$ cat src/rtl/pwm_pkg.sv
// Shared constants for the multi-channel PWM timer: register map, CTRL/STATUS
// bit positions and reset values.
package pwm_pkg;

  localparam int unsigned ADR_W  = 4;
  localparam int unsigned DATA_W = 16;

  // Word addresses; DUTY[k] lives at ADDR_DUTY0 + k
  localparam logic [ADR_W-1:0] ADDR_CTRL    = 4'd0;
  localparam logic [ADR_W-1:0] ADDR_DIVISOR = 4'd1;
  localparam logic [ADR_W-1:0] ADDR_PERIOD  = 4'd2;
  localparam logic [ADR_W-1:0] ADDR_STATUS  = 4'd3;
  localparam logic [ADR_W-1:0] ADDR_DUTY0   = 4'd4;

  // CTRL bit positions
  localparam int unsigned CTRL_EN        = 0;
  localparam int unsigned CTRL_CONT      = 1;
  localparam int unsigned CTRL_IRQ_EN    = 2;
  localparam int unsigned CTRL_CENTER    = 3;
  localparam int unsigned CTRL_FORCE_UPD = 4;
  localparam int unsigned CTRL_CH_EN_LSB = 8;

  // STATUS bit positions
  localparam int unsigned STAT_PEND = 0;
  localparam int unsigned STAT_DONE = 1;

  // Reset values
  localparam int unsigned RST_DIVISOR = 1;
  localparam int unsigned RST_PERIOD  = 1000;

endpackage

$ cat src/rtl/pwm_prescaler.sv
// Clock prescaler: one tick every DIVISOR cycles (0 and 1 both tick every
// cycle); freezes its count while hold is asserted.
module pwm_prescaler #(
  parameter int unsigned CNT_W = 16
) (
  input  logic             clk,
  input  logic             rst,
  input  logic             hold,
  input  logic [CNT_W-1:0] divisor,
  output logic             tick_c
);

  logic [CNT_W-1:0] div_cnt;

  // Terminal count detect; >= keeps it safe if the divisor shrinks under a running count
  always_comb begin
    tick_c = 1'b0;
    if (!hold) begin
      tick_c = (divisor <= CNT_W'(1)) || (div_cnt >= divisor - CNT_W'(1));
    end
  end

  // Divider count, cleared on each tick and held while disabled
  always_ff @(posedge clk) begin
    if (rst) begin
      div_cnt <= '0;
    end else if (!hold) begin
      div_cnt <= tick_c ? '0 : div_cnt + CNT_W'(1);
    end
  end

endmodule

$ cat src/rtl/pwm_multi_timer.sv
// Multi-channel PWM timer with a shared prescaler and period counter,
// double-buffered divisor/period/duty, one-shot or continuous operation and a
// sticky period interrupt, configured over a Wishbone slave port.
// Optional feature macro: PWM_CENTER_ALIGN_EN (up/down centre-aligned counting).
module pwm_multi_timer
  import pwm_pkg::*;
#(
  parameter int unsigned N_CH  = 4,
  parameter int unsigned CNT_W = 16
) (
  input  logic              i_clk,
  input  logic              i_rst,
  input  logic              i_wb_cyc,
  input  logic              i_wb_stb,
  input  logic              i_wb_we,
  input  logic [ADR_W-1:0]  i_wb_adr,
  input  logic [DATA_W-1:0] i_wb_data,
  output logic              o_wb_ack,
  output logic [DATA_W-1:0] o_wb_data,
  output logic [N_CH-1:0]   o_pwm,
  output logic              o_irq
);

`ifdef PWM_CENTER_ALIGN_EN
  localparam bit CENTER_EN = 1'b1;
`else
  localparam bit CENTER_EN = 1'b0;
`endif

  logic             en, cont, irq_en, center, upd_req, pend, done, down;
  logic [N_CH-1:0]  ch_en;
  logic [CNT_W-1:0] div_sh, div_act, per_sh, per_act, cnt;
  logic [CNT_W-1:0] duty_sh  [N_CH];
  logic [CNT_W-1:0] duty_act [N_CH];

  logic             acc_c, wr_c, wr_ctrl_c, wr_stat_c, tick_c, pe_c, oneshot_c, copy_c;
  logic             en_n, irq_en_n, pend_n, done_n, down_n;
  logic [CNT_W-1:0] cnt_n, wdata_c;
  logic [DATA_W-1:0] rd_c;
  logic [N_CH-1:0]  pwm_c;

  assign acc_c     = i_wb_cyc & i_wb_stb & ~o_wb_ack;
  assign wr_c      = acc_c & i_wb_we;
  assign wr_ctrl_c = wr_c & (i_wb_adr == ADDR_CTRL);
  assign wr_stat_c = wr_c & (i_wb_adr == ADDR_STATUS);
  assign wdata_c   = CNT_W'(i_wb_data);

  pwm_prescaler #(.CNT_W(CNT_W)) u_prescaler (
    .clk     (i_clk),
    .rst     (i_rst),
    .hold    (~en),
    .divisor (div_act),
    .tick_c  (tick_c)
  );

  // Period counter: edge-aligned wrap, or up/down with end-of-period at the bottom
  always_comb begin
    cnt_n  = cnt;
    down_n = down;
    pe_c   = 1'b0;
    if (per_act == '0) begin
      cnt_n  = '0;
      down_n = 1'b0;
    end else if (tick_c) begin
      if (center) begin
        if (!down) begin
          if (cnt >= per_act - CNT_W'(1)) begin
            down_n = 1'b1;
            cnt_n  = per_act - CNT_W'(1);
          end else begin
            cnt_n = cnt + CNT_W'(1);
          end
        end else if (cnt == '0) begin
          down_n = 1'b0;
          pe_c   = 1'b1;
        end else begin
          cnt_n = cnt - CNT_W'(1);
        end
      end else begin
        down_n = 1'b0;
        if (cnt >= per_act - CNT_W'(1)) begin
          cnt_n = '0;
          pe_c  = 1'b1;
        end else begin
          cnt_n = cnt + CNT_W'(1);
        end
      end
    end
    oneshot_c = pe_c & ~cont;
    if (oneshot_c) begin
      cnt_n  = '0;
      down_n = 1'b0;
    end
    copy_c = pe_c | ~en | upd_req;
  end

  // Control/status next values; hardware set of pend/done wins over W1C
  always_comb begin
    en_n = en;
    if (wr_ctrl_c) begin
      en_n = i_wb_data[CTRL_EN];
    end else if (oneshot_c) begin
      en_n = 1'b0;
    end
    irq_en_n = wr_ctrl_c ? i_wb_data[CTRL_IRQ_EN] : irq_en;
    pend_n   = (pend & ~(wr_stat_c & i_wb_data[STAT_PEND])) | pe_c;
    done_n   = (done & ~(wr_stat_c & i_wb_data[STAT_DONE])) | oneshot_c;
  end

  // Register read mux; unmapped addresses read zero
  always_comb begin
    rd_c = '0;
    case (i_wb_adr)
      ADDR_CTRL: begin
        rd_c[CTRL_EN]                 = en;
        rd_c[CTRL_CONT]               = cont;
        rd_c[CTRL_IRQ_EN]             = irq_en;
        rd_c[CTRL_CENTER]             = center;
        rd_c[CTRL_CH_EN_LSB +: N_CH]  = ch_en;
      end
      ADDR_DIVISOR: rd_c = DATA_W'(div_sh);
      ADDR_PERIOD:  rd_c = DATA_W'(per_sh);
      ADDR_STATUS: begin
        rd_c[STAT_PEND] = pend;
        rd_c[STAT_DONE] = done;
      end
      default: begin
        for (int k = 0; k < int'(N_CH); k++) begin
          if (i_wb_adr == ADR_W'(ADDR_DUTY0 + k)) rd_c = DATA_W'(duty_sh[k]);
        end
      end
    endcase
  end

  // Per-channel compare against the active duty
  always_comb begin
    pwm_c = '0;
    for (int k = 0; k < int'(N_CH); k++) begin
      pwm_c[k] = en & ch_en[k] & (per_act != '0) & (cnt < duty_act[k]);
    end
  end

  // All state: bus, configuration, shadow/active copies, counter and outputs
  always_ff @(posedge i_clk) begin
    if (i_rst) begin
      o_wb_ack  <= 1'b0;
      o_wb_data <= '0;
      o_pwm     <= '0;
      o_irq     <= 1'b0;
      en        <= 1'b0;
      cont      <= 1'b0;
      irq_en    <= 1'b0;
      center    <= 1'b0;
      ch_en     <= '0;
      upd_req   <= 1'b0;
      pend      <= 1'b0;
      done      <= 1'b0;
      down      <= 1'b0;
      cnt       <= '0;
      div_sh    <= CNT_W'(RST_DIVISOR);
      div_act   <= CNT_W'(RST_DIVISOR);
      per_sh    <= CNT_W'(RST_PERIOD);
      per_act   <= CNT_W'(RST_PERIOD);
      for (int k = 0; k < int'(N_CH); k++) begin
        duty_sh[k]  <= '0;
        duty_act[k] <= '0;
      end
    end else begin
      o_wb_ack  <= acc_c;
      o_wb_data <= acc_c ? rd_c : '0;
      en        <= en_n;
      irq_en    <= irq_en_n;
      pend      <= pend_n;
      done      <= done_n;
      upd_req   <= wr_ctrl_c & i_wb_data[CTRL_FORCE_UPD];
      if (wr_ctrl_c) begin
        cont   <= i_wb_data[CTRL_CONT];
        center <= CENTER_EN & i_wb_data[CTRL_CENTER];
        ch_en  <= i_wb_data[CTRL_CH_EN_LSB +: N_CH];
      end
      if (wr_c && i_wb_adr == ADDR_DIVISOR) div_sh <= wdata_c;
      if (wr_c && i_wb_adr == ADDR_PERIOD)  per_sh <= wdata_c;
      for (int k = 0; k < int'(N_CH); k++) begin
        if (wr_c && i_wb_adr == ADR_W'(ADDR_DUTY0 + k)) duty_sh[k] <= wdata_c;
      end
      if (copy_c) begin
        div_act <= div_sh;
        per_act <= per_sh;
        for (int k = 0; k < int'(N_CH); k++) duty_act[k] <= duty_sh[k];
      end
      cnt   <= cnt_n;
      down  <= down_n;
      o_pwm <= pwm_c;
      o_irq <= pend_n & irq_en_n;
    end
  end

endmodule
$ cat config.mk
export PLATFORM = sky130hd
export DESIGN_NAME = pwm_multi_timer
export DESIGN_NICKNAME = d
export VERILOG_FILES = /design/src/rtl/pwm_pkg.sv /design/src/rtl/pwm_prescaler.sv /design/src/rtl/pwm_multi_timer.sv
export SDC_FILE = /design/constraint.sdc
export NUM_CORES = 1
export LEC_CHECK = 0
export ABC_AREA = 1
export CAP_MARGIN = 10
export CORE_MARGIN = 5
export CORE_UTILIZATION = 50
export DETAILED_ROUTE_END_ITERATION = 10
export GPL_TIMING_DRIVEN = 0
export HOLD_SLACK_MARGIN = 0.03
export PLACE_DENSITY = 0.65
export SLEW_MARGIN = 10
export SYNTH_ARGS = -nofsm -noshare
export SYNTH_HDL_FRONTEND = slang
export SYNTH_SLANG_ARGS = --single-unit
$ cat constraint.sdc
create_clock -name i_clk -period 10.5 [get_ports i_clk]
set_input_delay 2.1 -clock i_clk [delete_from_list [all_inputs] [get_ports i_clk]]
set_output_delay 2.1 -clock i_clk [all_outputs]
set_load 0.05 [all_outputs]
==> Yosys cells after proc, flatten, opt, wreduce, memory -nomap -nowiden <==
Memories as Yosys holds them, arrays and structs flattened.
Index checks and enable logic that the tools add are counted.
{ "totals": {"in_bits": 25, "output_inout_bits": 22, "word_cells": 136, "mem_bits_rw": 128, "regBits": 128, "memories": 2} }
{ "mem_list": {"columns": ["memory", "words", "word_bits", "rd", "rd_clocked_by_memory_dff", "wr", "line", "source"], "rows": [
  ["duty_act", 4, 16, 4, 0, 4, "pwm_multi_timer.sv:34", "logic [CNT_W-1:0] duty_act [N_CH];"],
  ["duty_sh", 4, 16, 4, 0, 4, "pwm_multi_timer.sv:33", "logic [CNT_W-1:0] duty_sh [N_CH];"]
]} }
{ "op_classes": {"addsub": 4, "bitwise": 42, "reduce_logical": 14, "muxes": 43, "order_cmp": 7, "eq_ne": 7} }
{ "op_table": {"columns": ["cell", "n"], "rows": [
  ["16-bit two-way mux", 14],
  ["16-bit < comparator", 4],
  ["16-bit by 1-bit adder with 16-bit output (second input constant)", 2],
  ["16-bit greater-or-equal comparator", 2],
  ["16-bit by 1-bit subtractor with 16-bit output (second input constant)", 2],
  ["1-bit bitwise AND", 24],
  ["1-bit two-way mux", 24],
  ["4-bit case mux with 3 select lines", 2],
  ["4-bit by 3-bit equality test with 1-bit output (second input constant)", 4],
  ["16-bit by 1-bit <= comparator with 1-bit output (second input constant)", 1],
  ["16-bit logical NOT", 1],
  ["2-bit case mux with 4 select lines", 2],
  ["4-bit case mux with 4 select lines", 1],
  ["16-bit nonzero test", 1],
  ["1-bit OR", 12],
  ["4-bit by 2-bit equality test with 1-bit output (second input constant)", 2],
  ["1-bit logical AND", 6],
  ["1-bit NOT", 6],
  ["4-bit by 1-bit equality test with 1-bit output (second input constant)", 1],
  ["4-bit logical NOT", 1],
  ["2-bit OR reduction", 2],
  ["3-bit OR reduction", 1],
  ["2-bit nonzero test", 1],
  ["1-bit logical OR", 1]
]} }

==> Logic depth before layout (Yosys ltp) <==
{ "depth": {"depth_word": 12, "depth_mapped": 22, "ltp_nobuf": 22} }

==> By module <==
Synthesis repeated with hierarchy kept, for this count alone.
{ "unflattened": {"hier_cells": 1539, "hier_area_um2": 13095.1} }
{ "modules_own_cells": {"columns": ["module", "n_inst", "seq_area_each_um2", "area_per_inst_um2", "cells_per_inst"], "rows": [
  ["pwm_multi_timer", 1, 6085.8, 11524.8, 1299],
  ["pwm_prescaler", 1, 320.3, 1570.3, 240]
]} }

==> Least setup slack after synthesis <==
No wires, ideal clock.
{ "synth_timing": {"path_type": "reg2reg", "from": "register div_act[2]", "to": "memory duty_act[0][0], enable pin", "path_stages_with_launch": 20, "slack_ns": 5.378, "arrival_ns": 4.269, "path_cell_list": "dfxtp_1 > nor2_1 > nand2_1 > nor3_1 > nand2_1 > inv_1 > nand4_1 > nor3_1 > nand2_1 > xnor2_1 > inv_1 > ha_1 > a21o_1 > nor2_1 > nand2_1 > nor2_1 > a21oi_4 > nand3_4 > clkbuf_1 > nand3_1"} }
{ "synth_lines": {"columns": ["item", "line", "source"], "rows": [
  ["from (decl)", "pwm_multi_timer.sv:32", "logic [CNT_W-1:0] div_sh, div_act, per_sh, per_act, cnt;"],
  ["from (signal assigned)", "pwm_multi_timer.sv:161", "div_act <= CNT_W'(RST_DIVISOR);"],
  ["from (signal assigned)", "pwm_multi_timer.sv:187", "div_act <= div_sh;"],
  ["to (decl)", "pwm_multi_timer.sv:34", null]
]} }

==> metrics.log <==
[metrics] Crit Reg-Reg Startpoint: div_act[0]$_SDFFE_PP1P_
[metrics] H-tree depth reported by CTS: 1
[metrics] most frequently used cell type in the post-synthesis netlist: sky130_fd_sc_hd__nor2_1
[metrics] DRC violation count after routing: 0
[metrics] result of the run: finished, final reports clean
[metrics] post-synthesis async set-or-reset flop share: 0
[metrics] hold endpoint: per_act[0]$_SDFFE_PP0P_
[metrics] FF-to-FF path depth: 20
[metrics] post-synthesis cell area: 0.01304 mm²
[metrics] die height: 171.5 µm
[metrics] internal power consumption: 1.674 mW
[metrics] DRC violation total after the first TritonRoute iteration: 1000
[metrics] final RePlAce weighted congestion: 0.9190
[metrics] maximum clock insertion buffer count: 3
[metrics] Slew HR: 0.4147
[metrics] detailed placer's ending HPWL: 27430 µm
[metrics] synthesized instance count: 1523
[metrics] post-route minimum period: 4.521 ns
[metrics] Port Buffers: 46
[metrics] fraction of power spent switching nets: 0.2301
[metrics] Worst setup SP type: input pin
[metrics] unrepaired setup endpoints after global routing: no
[metrics] power dissipated by switching net loads: 0.5002 mW
[metrics] overall overflow remaining after global route: 0
[metrics] synthesis-stage register bit count: 256
[metrics] cell types occupying the most area after synthesis: sky130_fd_sc_hd__edfxtp_1 29%, sky130_fd_sc_hd__dfxtp_1 20%, sky130_fd_sc_hd__ha_1 9.4%
[metrics] fraction of synthesized cell area taken by the top area cell type: 0.2948
[metrics] area of the placeable core: 0.02584 mm²
[metrics] net count after synthesis: 1646
[metrics] via count of the first global-routing pass: 10130
[metrics] Max FO, Critical Path: 57
[metrics] top_reg_cell synth: sky130_fd_sc_hd__edfxtp_1
[metrics] slack of the worst reg-to-reg path: 6.10 ns
[metrics] post-route ant nets: 0
[metrics] post-route insts no fill: 1962
[metrics] max-capacitance violation count: 0
[metrics] effective utilization at floorplan: 0.5047
[metrics] share of cells above drive strength 1: 0.04794
[metrics] Fmax: 221.2 MHz
[metrics] Critical R2R Capture: duty_act[2][2]$_SDFFCE_PN0P_
[metrics] crit share post-route: 0.4305
[metrics] Cell Count Post-Placement: 1908
[metrics] clock power share: 0.457
[metrics] number of hold-repair buffers added at the cts stage: 0
[metrics] first drt pass iteration count: 6
[metrics] per-cell via count in the routed design: 5.453
[metrics] kind of capture point of the worst setup path: flip-flop
[metrics] data arrival time of the worst path: 4.79 ns
[metrics] kind of path behind the tightest hold check: flip-flop to flip-flop
[metrics] relative contribution of sequential cells to total power: 0.494
[metrics] number of cells traversed by the worst hold path: 2
[metrics] Setup Crit Path Kind: input pin to flip-flop
[metrics] Cell Rows: 59
[metrics] Leak Pwr: 6.303 nW
[metrics] number of diodes: 0
[metrics] cell chosen for the clock root: sky130_fd_sc_hd__clkbuf_16
[metrics] TritonCTS clock tree: built
[metrics] power share of the combinational group: 0.049
[metrics] origin of the worst min-delay path: per_act[0]$_SDFFE_PP0P_
[metrics] synth cell count leaders: 236 x sky130_fd_sc_hd__nor2_1, 229 x sky130_fd_sc_hd__inv_1, 210 x sky130_fd_sc_hd__nand2_1, 128 x sky130_fd_sc_hd__dfxtp_1, 128 x sky130_fd_sc_hd__edfxtp_1
[metrics] largest registers: duty_act (64), duty_sh (64)
[metrics] number of cells upsized or downsized after cts: 0
[metrics] sequential element share of the synthesized area: 0.4913
[metrics] number of flops mapped to enable cells by yosys: 128
[metrics] # nets final: 1727
[metrics] maximum vdd ir drop: 0.1298 mV
[metrics] Ys Warns: 0
[metrics] total power per unit cell area: 145.4 mW/mm²
[metrics] insertion delay to the later sink of the worst-skew pair: 0.56 ns
[metrics] clk_skew: 0.01090 ns
[metrics] post-synth cell types: 40
[metrics] CTS Buf Count: 29
[metrics] maximum number of pins on one net before global-route repair: 58
[metrics] library cell with the largest summed area after synthesis: sky130_fd_sc_hd__edfxtp_1
[metrics] pin slew with the least headroom to its limit: 0.8780 ns
[metrics] floorplan die width: 171.5 µm
[metrics] endpoint required time on the critical path: 10.77 ns
[metrics] Clock Sink Count: 256
[metrics] Global Route Usage Sum: 0.2456
[metrics] average cell area after synthesis: 8.562 µm²
[metrics] wire length of the first global-routing pass: 55770 µm
[metrics] io pins: 47
[metrics] WL final: 36000 µm
[metrics] Routed WL per cell: 18.35 µm
[metrics] final setup violation count: 0
[metrics] endpoints failing hold: 0
[metrics] Clk pin slew, worst setup/hold paths: 0.06 ns
[metrics] initial antenna violation count: 0
[metrics] count of pins over their slew limit: 0
[metrics] Die Footprint: 0.02941 mm²
[metrics] total number of vias: 10700
[metrics] layout overhead on the synthesized area: 14.67%
[metrics] accumulated negative setup slack: 0 ns
[metrics] Setup Fix Bufs, Post-CTS: 0
## power by group through the flow
stage / Clock (mW) / Combinational [mW] / Sequential (mW)
6_report: 0.993 / 0.107 / 1.07
5_1_grt: 1.04 / 0.117 / 1.08
4_1_cts: 1.00 / 0.106 / 1.07
3_5_place_dp: 0 / 0.105 / 1.10
3_3_place_gp: 0 / 0.100 / 1.10
2_1_floorplan: 0 / 0.0580 / 1.10
## per-stage QoR
step / hold slack, ns / cell area, µm² / total power [mW] / util / setup slack, ns
2_1_floorplan: 0.4289 / 13040 / 1.153 / - / 5.378
3_3_place_gp: 0.4687 / 13920 / 1.196 / 0.5387 / 2.921
3_5_place_dp: 0.4790 / 14020 / 1.200 / 0.5426 / 5.468
4_1_cts: 0.4876 / 14950 / 2.183 / 0.5787 / 6.041
5_1_grt: 0.5111 / 14950 / 2.237 / 0.5787 / 5.679
6_report: 0.4890 / 14950 / 2.174 / 0.5787 / 5.979
## cells by family after synthesis
| kind of cell | share of synthesized area |
|---|---|
| and+or+nand+nor | 0.2032 |
| buffers and inverters | 0.08540 |
| DFF | 0.4913 |
| xor gates and xnor gates | 0.02821 |
| adders and majority gates | 0.09403 |
| AOI/OAI and AO/OA | 0.09787 |
## layout make-up
cell class | instances | area (µm²)
sequential | 256 | 6406
tap | 335 | 419.2
timing repair buffer | 50 | 533.0
clock inverter | 11 | 103.9
multi-input combinational | 985 | 5548
clock buffer | 43 | 829.5
inverter | 231 | 867.1
fill | 2361 | 10880
buffer | 51 | 246.5
## worst max path at each step
| stage | startpoint | endpoint | cells past startpoint |
|---|---|---|---|
| after floorplan | div_act[2]$_SDFFE_PP0P_ | duty_act[0][0]$_SDFFCE_PN0P_ | 19 |
| final | i_rst | duty_act[2][2]$_SDFFCE_PN0P_ | 6 |
| after detailed placement | i_rst | duty_act[2][12]$_SDFFCE_PN0P_ | 6 |
| after CTS | i_rst | duty_act[2][4]$_SDFFCE_PN0P_ | 6 |
| after global placement | i_rst | duty_act[2][12]$_SDFFCE_PN0P_ | 5 |
| after global routing | div_act[0]$_SDFFE_PP1P_ | duty_act[3][9]$_SDFFCE_PN0P_ | 21 |
## worst max-delay path, cell delays in order
cell and delay, ns:
sky130_fd_sc_hd__clkdlybuf4s50_1 0.66, sky130_fd_sc_hd__inv_1 0.41, sky130_fd_sc_hd__clkbuf_1 0.36, sky130_fd_sc_hd__clkbuf_1 0.59
sky130_fd_sc_hd__nand3_4 0.31, sky130_fd_sc_hd__buf_16 0.29
## cell usage in the layout (no fill, tap or decap), types with 16 or more instances in the layout
cell type and n:
sky130_fd_sc_hd__o21ai_0 59, sky130_fd_sc_hd__clkbuf_1 45, sky130_fd_sc_hd__o22ai_1 18, sky130_fd_sc_hd__inv_1 229, sky130_fd_sc_hd__clkdlybuf4s50_1 46, sky130_fd_sc_hd__nand3_1 76, sky130_fd_sc_hd__nand4_1 37, sky130_fd_sc_hd__nand2_1 210
sky130_fd_sc_hd__nor3_1 38, sky130_fd_sc_hd__edfxtp_1 128, sky130_fd_sc_hd__nor2_1 236, sky130_fd_sc_hd__dfxtp_1 128, sky130_fd_sc_hd__xnor2_1 16, sky130_fd_sc_hd__ha_1 98, sky130_fd_sc_hd__xor2_1 26, sky130_fd_sc_hd__a21oi_1 108
sky130_fd_sc_hd__clkbuf_16 30
## routing by layer
metal / GRT usage / up-vias / share of wire / routed length (µm)
met4: 0.07062 / 0 / 0.027 / 983
met5: 0 / - / 0 / 0
met1: 0.3559 / 4999 / 0.45 / 16310
li1: - / 5236 / - / -
met3: 0.04620 / 57 / 0.086 / 3084
met2: 0.3779 / 406 / 0.43 / 15630
No activity file was read; power rests on OpenSTA's default activity.
